`src/rtl/spi_pkg.sv`:
```
// Shared SPI definitions: controller state encoding, frame size and the
// mode-0 sampling level used by both the controller and the peripheral side.
package spi_pkg;

   typedef enum logic [2:0] {
      IDLE  = 3'd0,
      SETUP = 3'd1,
      SHIFT = 3'd2,
      HOLD  = 3'd3,
      GAP   = 3'd4
   } spi_state_e;

   localparam int SPI_FRAME_BITS = 8;

   // Mode 0: SDI/SDO are sampled on the edge that takes SCK to this level.
   localparam logic SPI_SAMPLE_LEVEL = 1'b1;

endpackage

```
`src/rtl/spi_clk_divider.sv`:
```
// Half-period tick generator. Counts 0..TICKS-1 while enabled and pulses
// tick on the terminal count; clr forces the count back to zero.
module spi_clk_divider #(
   parameter int TICKS = 4
) (
   input  logic clk,
   input  logic rst,
   input  logic en,
   input  logic clr,
   output logic tick
);

   localparam int CW = $clog2(TICKS + 1);
   localparam logic [CW-1:0] TERM = CW'(TICKS - 1);

   logic [CW-1:0] cnt_q;
   logic [CW-1:0] cnt_d;

   // Next count: clear has priority, otherwise wrap at the terminal count.
   always_comb begin
      cnt_d = cnt_q;
      if (clr) begin
         cnt_d = '0;
      end else if (en) begin
         cnt_d = (cnt_q == TERM) ? '0 : cnt_q + 1'b1;
      end
   end

   // Count register with synchronous reset.
   always_ff @(posedge clk) begin
      if (rst) begin
         cnt_q <= '0;
      end else begin
         cnt_q <= cnt_d;
      end
   end

   assign tick = en && !clr && (cnt_q == TERM);

endmodule

```
`src/rtl/spi_controller.sv`:
```
// SPI mode-0 master: byte stream in/out, MSB first, CSN held low across a
// multi-byte transaction until a byte flagged last has been shifted.
// Optional build macro SPI_CONTROLLER_DEBUG_EN adds a registered debug[7:0]
// bus = {state, bit counter, spi_sck, spi_csn}.
//
// state | meaning
// ------+-----------------------------------------------------------
// IDLE  | CSN high, SCK low, SDO 0; waiting for the first byte
// SETUP | CSN low for one half period before the first SCK edge
// SHIFT | 8 bits, each a low half then a high half of SCK
// HOLD  | CSN low between bytes of a transaction, waiting for next byte
// GAP   | CSN high for one half period after the last byte
module spi_controller
   import spi_pkg::*;
#(
   parameter int TICKS_PER_HALF_BIT = 4
) (
   input  logic       clk,
   input  logic       rst,
   input  logic [7:0] tx_data,
   input  logic       tx_last,
   input  logic       tx_valid,
   output logic       tx_ready,
   output logic [7:0] rx_data,
   output logic       rx_valid,
   output logic       spi_sck,
   output logic       spi_csn,
   output logic       spi_sdo,
   input  logic       spi_sdi
`ifdef SPI_CONTROLLER_DEBUG_EN
   ,
   output logic [7:0] debug
`endif
);

   spi_state_e state_q, state_d;
   logic [2:0] bit_cnt_q, bit_cnt_d;
   logic       sck_q, sck_d;
   logic       csn_q, csn_d;
   logic       sdo_q, sdo_d;
   logic       rx_valid_q, rx_valid_d;
   logic [7:0] rx_data_q, rx_data_d;
   logic [7:0] tx_sr_q, tx_sr_d;
   logic [7:0] rx_sr_q, rx_sr_d;
   logic       last_q, last_d;

   logic       accept;
   logic       tick;
   logic       div_en;
   logic       div_clr;
   logic       sample_half;
   logic       frame_done;

   assign tx_ready = !rst && ((state_q == IDLE) || (state_q == HOLD));
   assign accept   = tx_valid && tx_ready;

   // The divider only runs in timed states; IDLE/HOLD keep it at zero so
   // every timed state starts a fresh half period.
   assign div_en  = (state_q == SETUP) || (state_q == SHIFT) || (state_q == GAP);
   assign div_clr = !div_en;

   spi_clk_divider #(
      .TICKS (TICKS_PER_HALF_BIT)
   ) u_div (
      .clk  (clk),
      .rst  (rst),
      .en   (div_en),
      .clr  (div_clr),
      .tick (tick)
   );

   // Low half ending means the next SCK edge is the sampling edge.
   assign sample_half = (sck_q != SPI_SAMPLE_LEVEL);
   assign frame_done  = tick && !sample_half &&
                        (bit_cnt_q == 3'(SPI_FRAME_BITS - 1));

   // Next-state and output logic.
   always_comb begin
      state_d    = state_q;
      bit_cnt_d  = bit_cnt_q;
      sck_d      = sck_q;
      csn_d      = csn_q;
      sdo_d      = sdo_q;
      rx_valid_d = 1'b0;
      rx_data_d  = rx_data_q;
      tx_sr_d    = tx_sr_q;
      rx_sr_d    = rx_sr_q;
      last_d     = last_q;

      case (state_q)
         IDLE: begin
            csn_d = 1'b1;
            sck_d = 1'b0;
            sdo_d = 1'b0;
            if (accept) begin
               state_d   = SETUP;
               csn_d     = 1'b0;
               sdo_d     = tx_data[7];
               tx_sr_d   = tx_data;
               last_d    = tx_last;
               bit_cnt_d = 3'd0;
            end
         end

         SETUP: begin
            if (tick) begin
               state_d = SHIFT;
            end
         end

         SHIFT: begin
            if (tick) begin
               if (sample_half) begin
                  sck_d   = 1'b1;
                  rx_sr_d = {rx_sr_q[6:0], spi_sdi};
               end else begin
                  sck_d = 1'b0;
                  if (frame_done) begin
                     rx_data_d  = rx_sr_q;
                     rx_valid_d = 1'b1;
                     bit_cnt_d  = 3'd0;
                     if (last_q) begin
                        state_d = GAP;
                        csn_d   = 1'b1;
                        sdo_d   = 1'b0;
                     end else begin
                        state_d = HOLD;
                     end
                  end else begin
                     bit_cnt_d = bit_cnt_q + 3'd1;
                     sdo_d     = tx_sr_q[6];
                     tx_sr_d   = {tx_sr_q[6:0], 1'b0};
                  end
               end
            end
         end

         HOLD: begin
            sck_d = 1'b0;
            if (accept) begin
               state_d   = SHIFT;
               sdo_d     = tx_data[7];
               tx_sr_d   = tx_data;
               last_d    = tx_last;
               bit_cnt_d = 3'd0;
            end
         end

         GAP: begin
            csn_d = 1'b1;
            sdo_d = 1'b0;
            if (tick) begin
               state_d = IDLE;
            end
         end

         default: begin
            state_d = IDLE;
            csn_d   = 1'b1;
            sck_d   = 1'b0;
            sdo_d   = 1'b0;
         end
      endcase
   end

   // State and datapath registers with synchronous reset.
   always_ff @(posedge clk) begin
      if (rst) begin
         state_q    <= IDLE;
         bit_cnt_q  <= 3'd0;
         sck_q      <= 1'b0;
         csn_q      <= 1'b1;
         sdo_q      <= 1'b0;
         rx_valid_q <= 1'b0;
         rx_data_q  <= 8'h00;
         tx_sr_q    <= 8'h00;
         rx_sr_q    <= 8'h00;
         last_q     <= 1'b0;
      end else begin
         state_q    <= state_d;
         bit_cnt_q  <= bit_cnt_d;
         sck_q      <= sck_d;
         csn_q      <= csn_d;
         sdo_q      <= sdo_d;
         rx_valid_q <= rx_valid_d;
         rx_data_q  <= rx_data_d;
         tx_sr_q    <= tx_sr_d;
         rx_sr_q    <= rx_sr_d;
         last_q     <= last_d;
      end
   end

   assign spi_sck  = sck_q;
   assign spi_csn  = csn_q;
   assign spi_sdo  = sdo_q;
   assign rx_data  = rx_data_q;
   assign rx_valid = rx_valid_q;

`ifdef SPI_CONTROLLER_DEBUG_EN
   logic [7:0] debug_q;

   // Debug bus tracks the same cycle as the registered SPI outputs.
   always_ff @(posedge clk) begin
      if (rst) begin
         debug_q <= 8'h00;
      end else begin
         debug_q <= {state_d, bit_cnt_d, sck_d, csn_d};
      end
   end

   assign debug = debug_q;
`endif

endmodule

```
`config.mk`:
```
export PLATFORM = sky130hd
export DESIGN_NAME = spi_controller
export DESIGN_NICKNAME = d
export VERILOG_FILES = /design/src/rtl/spi_pkg.sv /design/src/rtl/spi_clk_divider.sv /design/src/rtl/spi_controller.sv
export SDC_FILE = /design/constraint.sdc
export NUM_CORES = 1
export LEC_CHECK = 0
export CORE_MARGIN = 4
export CORE_UTILIZATION = 35
export CTS_CLUSTER_SIZE = 28
export DETAILED_ROUTE_END_ITERATION = 7
export PLACE_DENSITY_LB_ADDON = 0.05
export SLEW_MARGIN = 15
export SYNTH_ARGS = -nofsm -noshare
export SYNTH_HDL_FRONTEND = slang
export SYNTH_SLANG_ARGS = --single-unit
```
`constraint.sdc`:
```
create_clock -name clk -period 2.2 [get_ports clk]
set_input_delay 0.44 -clock clk [delete_from_list [all_inputs] [get_ports clk]]
set_output_delay 0.44 -clock clk [all_outputs]
set_load 0.05 [all_outputs]
```
Yosys cells after proc, flatten, opt, wreduce, memory -nomap -nowiden:

Cells that the tools add are included.

* add/subtract/negate cells: 2
* multipliers: 0
* divide/modulo/power cells: 0
* magnitude comparators: 0
* equal/unequal tests: 17
* shift operators: 0
* mux-type cells: 36
* bitwise operators: 7
* reductions and logical operators: 25

Operators by type and width (count)
* $mux 3: 12
* $mux 7: 4
* $ne 2x2->1 const B: 9
* $pmux 3 s5: 1
* $reduce_and 5->1: 3
* $mux 1: 14
* $pmux 7 s2: 1
* $eq 3x2->1 const B: 3
* $reduce_and 4->1: 2
* $not 1->1: 7
* $reduce_and 7->1: 1
* $add 3x1->3 const B: 2
* $eq 3x3->1 const B: 2
* $pmux 3 s2: 1
* $reduce_or 2->1: 3
* $logic_and 1x1->1: 5
* $pmux 1 s4: 1
* $reduce_and 2->1: 2
* $reduce_or 4->1: 1
* $eq 3x1->1 const B: 1
* $logic_not 3->1: 1
* $logic_or 1x1->1: 3
* $ne 3x3->1 const B: 1
* $pmux 1 s3: 1
* other kinds (6): 6

* flip-flop bits (word level): 37
* latch bits: 0
* memory bits (writable): 0
* bits in read-only memories: 0
* bits of input ports: 13
* output and inout port bits: 13
* word-level logic and storage cells: 98
* memories kept: 0

Depth between registers and ports, before layout:

Gate-level depths: netlist of the first run.

* depth in word-level cells: 10
* gate-level depth with buffers: 8
* gate-level depth less buffers: 6

Cells and area by module:

Synthesis of the first run repeated with hierarchy kept, for this count alone.

* cell total of the unflattened synthesis: 192
* area total of the unflattened synthesis: 1765.4 um2

Modules (own cells, without submodules)
* spi_controller: times used 1, cells each 177, area each 1625.3 um2, seq. area each 680.7 um2
* spi_clk_divider: times used 1, cells each 15, area each 140.1 um2, seq. area each 60.1 um2

Worst setup path after synthesis of the first run:

No wires, ideal clock.

* path kind: register to output
* start point: reg state_q[2]
* end point: out tx_ready
* arrival: 1796 ps
* required time: 1760 ps
* path slack: -36 ps
* stages on the path, launching flop included: 4
* path buffers: 2
* path through: dfxtp_1 > buf_2 > clkbuf_1 > nor3_1

* cells in the longest elaborated chain, start to end: 3
* elaborated cells on any way between the ends: 4
* classes of those cells: eq/ne (1); reduce/logical (3)

RTL lines
* start: declaration: RTL line spi_controller.sv:36 `spi_state_e state_q, state_d;`
* start signal: assignment: RTL line spi_controller.sv:180 `state_q <= state_d;`
* $eq 3x2->1 or $logic_not 3->1 (tied branches): RTL line spi_controller.sv:54 `assign tx_ready = !rst && ((state_q == IDLE) || (state_q == HOLD));`
* $logic_or 1x1->1 (*): RTL line spi_controller.sv:54
* $logic_and 1x1->1 (*): RTL line spi_controller.sv:54
* end: declaration: RTL line spi_controller.sv:23 `output logic tx_ready,`

Every way passes the cells marked *; elsewhere a longest branch is shown, timed or not.

Worst setup path in the final report of the first run:

* start point: in rst
* end point: out tx_ready

* cells in the longest elaborated chain, start to end: 2

RTL lines
* start: declaration: RTL line spi_controller.sv:19 `input logic rst,`
* $logic_not 1->1: RTL line spi_controller.sv:54
* $logic_and 1x1->1: RTL line spi_controller.sv:54

Every way passes these cells.

==> results of run 1 <==
-- registers in the layout, summed over array words and instances (netlist names) --
signal and flops:
rx_data 8, rx_sr_q 8, tx_sr_q 7, bit_cnt_q 3
state_q 3, u_div.cnt_q 3, last_q 1, rx_valid 1
spi_csn 1, spi_sck 1, spi_sdo 1
-- kinds of logic after synthesis --
family | count (synthesis)
compound gates | 41
xor+xnor | 3
fa+ha+maj | 4
buf+inv | 18
flops | 37
mux | 23
simple gates | 62
-- layout make-up --
class,instances,area (um^2),share of cell area (%)
Timing Repair Buffer,36,340.3,15.25
Clock inverter,1,5.005,0.2242
Sequential cell,37,740.7,33.18
Multi-Input combinational cell,133,947.2,42.43
Tap cell,67,83.83,3.756
Inverter,5,18.77,0.8408
Clock buffer,7,96.34,4.316
-- power groups by stage --
stage                     registers [uW]  clock network, uW  logic [uW]
after global routing                 697                571         144
after detailed placement             711                  0         133
after CTS                            695                538         134
after global placement               710                  0         131
after floorplan                      712                  0        77.4
final                                695                513         132
-- metal layers --
metal / share of wire [%] / vias to the layer above
met1: 47 / 659
met5: 0 / -
met2: 47 / 26
li1: - / 731
met3: 5.4 / 4
met4: 1.2 / 0
-- worst paths after layout --
path                                   from                         to  slack (ns)  cells after the start
setup / recovery                        rst                   tx_ready        0.15                      4
hold / removal    u_div.cnt_q[0]$_SDFF_PP0_  u_div.cnt_q[0]$_SDFF_PP0_        0.42                      1
setup reg to reg  u_div.cnt_q[0]$_SDFF_PP0_       spi_sdo$_SDFFE_PP0P_        0.37                      7
hold reg to reg   u_div.cnt_q[0]$_SDFF_PP0_  u_div.cnt_q[0]$_SDFF_PP0_        0.42                      1
-- cell usage after synthesis (2+ instances only) --
cell / n / area [um^2]
nor3_4: 2 / 32.53
inv_1: 3 / 11.26
a21oi_1: 15 / 75.07
o211ai_1: 3 / 22.52
ha_1: 4 / 50.05
nand2_1: 7 / 26.28
clkbuf_1: 2 / 7.510
nor3_1: 3 / 15.01
xor2_1: 3 / 26.28
nor2_1: 27 / 101.4
buf_1: 2 / 7.510
and4b_1: 2 / 20.02
nand3_1: 3 / 15.01
dfxtp_1: 37 / 740.7
o21ai_1: 3 / 15.01
mux2i_1: 23 / 230.2
buf_6: 2 / 22.52
buf_2: 7 / 35.03
o21ai_0: 6 / 30.03
nor2b_1: 3 / 18.77
nand3b_1: 2 / 15.01
clkinv_1: 2 / 7.510
o31ai_1: 6 / 45.04
-- critical path, cell delays in order --
cell,delay [ns]
clkdlybuf4s50_1,0.52
buf_4,0.21
nor3_2,0.25
buf_12,0.18
-- stage by stage --
stage	hold WS [ns]	area, um^2	setup WS, ns
3_5_place_dp	0.4127	2131	0.06973
6_report	0.4207	2232	0.1535
2_1_floorplan	0.3992	1779	0.3965
4_1_cts	0.4229	2232	0.1411
5_1_grt	0.4548	2232	0.08623
3_3_place_gp	0.4065	2131	0.1528
==> results.cfg, run 1 <==
[synth]
synth_area_um2 = 1774
ys_seq_elements = 37
synth_top_family_by_area = simple AND/OR/NAND/NOR gates
synthAdderAreaFrac_pct = 2.821
synthMuxAreaShare_pct = 12.98
async_reset_ff_share_pct = 0
synth-xor-area-share_pct = 1.481
seq_area_frac_synth_pct = 41.75
synthSimpleGateAreaFrac_pct = 20.66
yosys_warnings = 0
syn_area_per_cell_um2 = 9.437
syn-num-nets = 205
postSynthCellCount = 188
synth_cell_type_count = 44
synth-edff-count = 0
synth_flop_cell = dfxtp_1
synth-compound-area-share_pct = 15.16

[global_route]
grt_pass1_wl_mm = 6.403
grt.total_usage_pct = 12.71
busiest_layer = met2
grt_pass1_vias = 1409
grt-ovfl-total = 0
grt_use_met3_pct = 4.082
met2_usage_pct = 20.12
met1_usage_pct = 16.14
grt_antenna_before_repair = 0
grt_max_degree = 26

[timing]
finalSetupTns_ns = 0
max_freq_mhz = 488.6
tightest_slew_ns = 0.5660
final-hold-violation-count = 0
drv_slew = 0
setup_viol = 0
min_period_ns = 2.046
rsz0062_at_grt = no
relSlewSlack_pct = 62.21
skew_ns = 0.005999
post-route-period-util_pct = 93.02

[power]
power.density_nw_per_um2 = 600.5
vdd_drop_max_v = 0.0003427
intPower_uw = 1033
power.total_uw = 1340
power.leakage_uw = 0.0009809
clockPowerShare_pct = 38.3
seq_power_share_pct = 51.9
p_sw_uw = 307.8
power_frac_comb_pct = 9.9
switching_share_pct = 22.96

[drt]
via_per_inst = 4.965
num_vias = 1420
dr.first_iter.drc_count = 63
drtAntennaViolNets = 0
routedWlPerCell_um = 12.91
drt_wl_total_mm = 3.691
drc = 0
dr.pass1.iters = 4

[clock_network]
path_clk_slew_ns = 0.07
cts_htree_levels = 2
cts_max_path_buffers = 2
clkLatencyLatePin_ns = 0.28
tritoncts = done
post_cts_resized = 0
clock_sinks = 37
hold_buffers = 0
post-cts-setup-buffers = 0
numCtsBuffers = 5
cts_root_buf = clkbuf_8

[place]
io_buffer_count = 25
hpwlAfterDp_mm = 2.670
dp.cells = 278
gp_congestion = 0.8166

[layout]
final_core_util_pct = 46.34
final_cell_mix = dfxtp_1, nor2_1, mux2i_1, clkdlybuf4s50_1, a21oi_1
stdcell_count = 286
layout-drive-gt1-share_pct = 13.70
antenna_cells = 0
mostFrequentLayoutCell = dfxtp_1
areaGrowthSynthToFinish_pct = 25.81
finalNetCount = 235
fillers = 495

[critical_path]
critPathCaptureType = primary output
cp_data_arrival_time_ns = 1.61
cp-start-kind = primary input
critPathRequiredTime_ns = 1.76
critPathKind = primary input to primary output
worstPathMaxFanout = 6

[floorplanning]
rows = 25
initial_core_util_pct = 36.83
die_w_um = 79.20
coreArea_um2 = 4817
fp.dieArea_um2 = 6272
dieHeight_um = 79.20
io_pins = 26

[flow_run]
maxCapViolations = 0

[outcome]
status = completed

[hold_path]
min_path_type = register to register
(Power assumes the default switching activity.)
==> inputs of run 2 (changes only) <==
Settings changed: MAX_ROUTING_LAYER set to met4.
==> results.cfg, run 2 (same netlist as run 1, synthesis figures left out) <==
[clock_network]
cts_root_buf = clkbuf_8
hold_buffers = 0
post-cts-setup-buffers = 0
clkLatencyLatePin_ns = 0.28
cts_max_path_buffers = 2
clock_sinks = 37
tritoncts = done
path_clk_slew_ns = 0.07
post_cts_resized = 0
cts_htree_levels = 2
numCtsBuffers = 5

[power]
power_frac_comb_pct = 9.9
intPower_uw = 1033
vdd_drop_max_v = 0.0003427
seq_power_share_pct = 51.9
power.leakage_uw = 0.0009809
p_sw_uw = 307.8
clockPowerShare_pct = 38.3
power.density_nw_per_um2 = 600.5
switching_share_pct = 22.96

[outcome]
status = completed

[global_route]
grt_pass1_vias = 1409
grt_antenna_before_repair = 0
grt.total_usage_pct = 13.05
grt-ovfl-total = 0
grt_max_degree = 26
grt_pass1_wl_mm = 6.403

[floorplanning]
io_pins = 26
initial_core_util_pct = 36.83
die_w_um = 79.20
dieHeight_um = 79.20
coreArea_um2 = 4817
fp.dieArea_um2 = 6272
rows = 25

[layout]
final_cell_mix = dfxtp_1, nor2_1, mux2i_1, clkdlybuf4s50_1, a21oi_1
antenna_cells = 0
finalNetCount = 235
mostFrequentLayoutCell = dfxtp_1
layout-drive-gt1-share_pct = 13.70
areaGrowthSynthToFinish_pct = 25.81

[timing]
rsz0062_at_grt = no
skew_ns = 0.005999
post-route-period-util_pct = 93.02
min_period_ns = 2.046
final-hold-violation-count = 0
max_freq_mhz = 488.6
finalSetupTns_ns = 0
relSlewSlack_pct = 62.21
drv_slew = 0
setup_viol = 0
tightest_slew_ns = 0.5660
hold_ws_ns = 0.4207

[drt]
drc = 0
num_vias = 1420
drt_wl_total_mm = 3.691
via_per_inst = 4.965
dr.first_iter.drc_count = 63
routedWlPerCell_um = 12.91
dr.pass1.iters = 4
drtAntennaViolNets = 0

[hold_path]
min_path_type = register to register
hold_end = u_div.cnt_q[0]$_SDFF_PP0_
min_from = u_div.cnt_q[0]$_SDFF_PP0_
worstHoldPathCells = 1

[critical_path]
rrSetupSlack_ns = 0.37
cp-startpoint = rst
critPathKind = primary input to primary output
worstPathMaxFanout = 6
reg2reg_depth = 7
r2r-start = u_div.cnt_q[0]$_SDFF_PP0_
critPathRequiredTime_ns = 1.76
cp-start-kind = primary input
cp_data_arrival_time_ns = 1.61
crit-reg2reg-capture = spi_sdo$_SDFFE_PP0P_
critPathCaptureType = primary output

[place]
hpwlAfterDp_mm = 2.670
gp_congestion = 0.8288
io_buffer_count = 25

[flow_run]
maxCapViolations = 0
[run 2: cell counts in the layout (fill, tap and decap cells not counted)]
Identical to the previous run, type by type.
[run 2: layer usage]
metal	up-vias	track usage [%]	wire, um
met4	0	4.639	44
met3	4	4.082	199
li1	731	-	-
met5	-	-	0
met1	659	16.14	1720
met2	26	20.12	1727
[run 2: power by group through the flow]
| stage | combinational, uW | sequential, uW | clock (uW) |
|---|---|---|---|
| after floorplan | 77.4 | 712 | 0 |
| after global placement | 131 | 710 | 0 |
| after detailed placement | 133 | 711 | 0 |
| after CTS | 134 | 695 | 538 |
| after global routing | 144 | 697 | 571 |
| final | 132 | 695 | 513 |
[run 2: worst max-delay path by stage]
stage,end,depth (start not counted)
detailed placement,spi_sdo$_SDFFE_PP0P_,5
CTS,tx_ready,4
global route,tx_ready,3
finish,tx_ready,4
floorplan,tx_ready,3
global placement,spi_sdo$_SDFFE_PP0P_,5
[run 2: area by class of cell]
cell class              count  area (um^2)
clock buffers               7        96.34
clock inverters             1        5.005
fillers                   495         2585
inverters                   5        18.77
multi-input cells         133        947.2
flip-flops and latches     37        740.7
well taps                  67        83.83
repair buffers             36        340.3
[run 2: worst max-delay path, cell delays in order]
cell	delay (ns)
clkdlybuf4s50_1	0.52
buf_4	0.21
nor3_2	0.25
buf_12	0.18
[run 2: per-stage QoR]
stage	cells	setup slack, ns	power, uW	instance area (um^2)	utilization, %
5_1_grt	286	0.08623	1412	2232	46.34
3_5_place_dp	278	0.06973	843.8	2131	44.23
6_report	286	0.1535	1340	2232	46.34
4_1_cts	286	0.1411	1367	2232	46.34
2_1_floorplan	188	0.3965	789.6	1779	-
3_3_place_gp	278	0.1528	841.4	2131	44.23
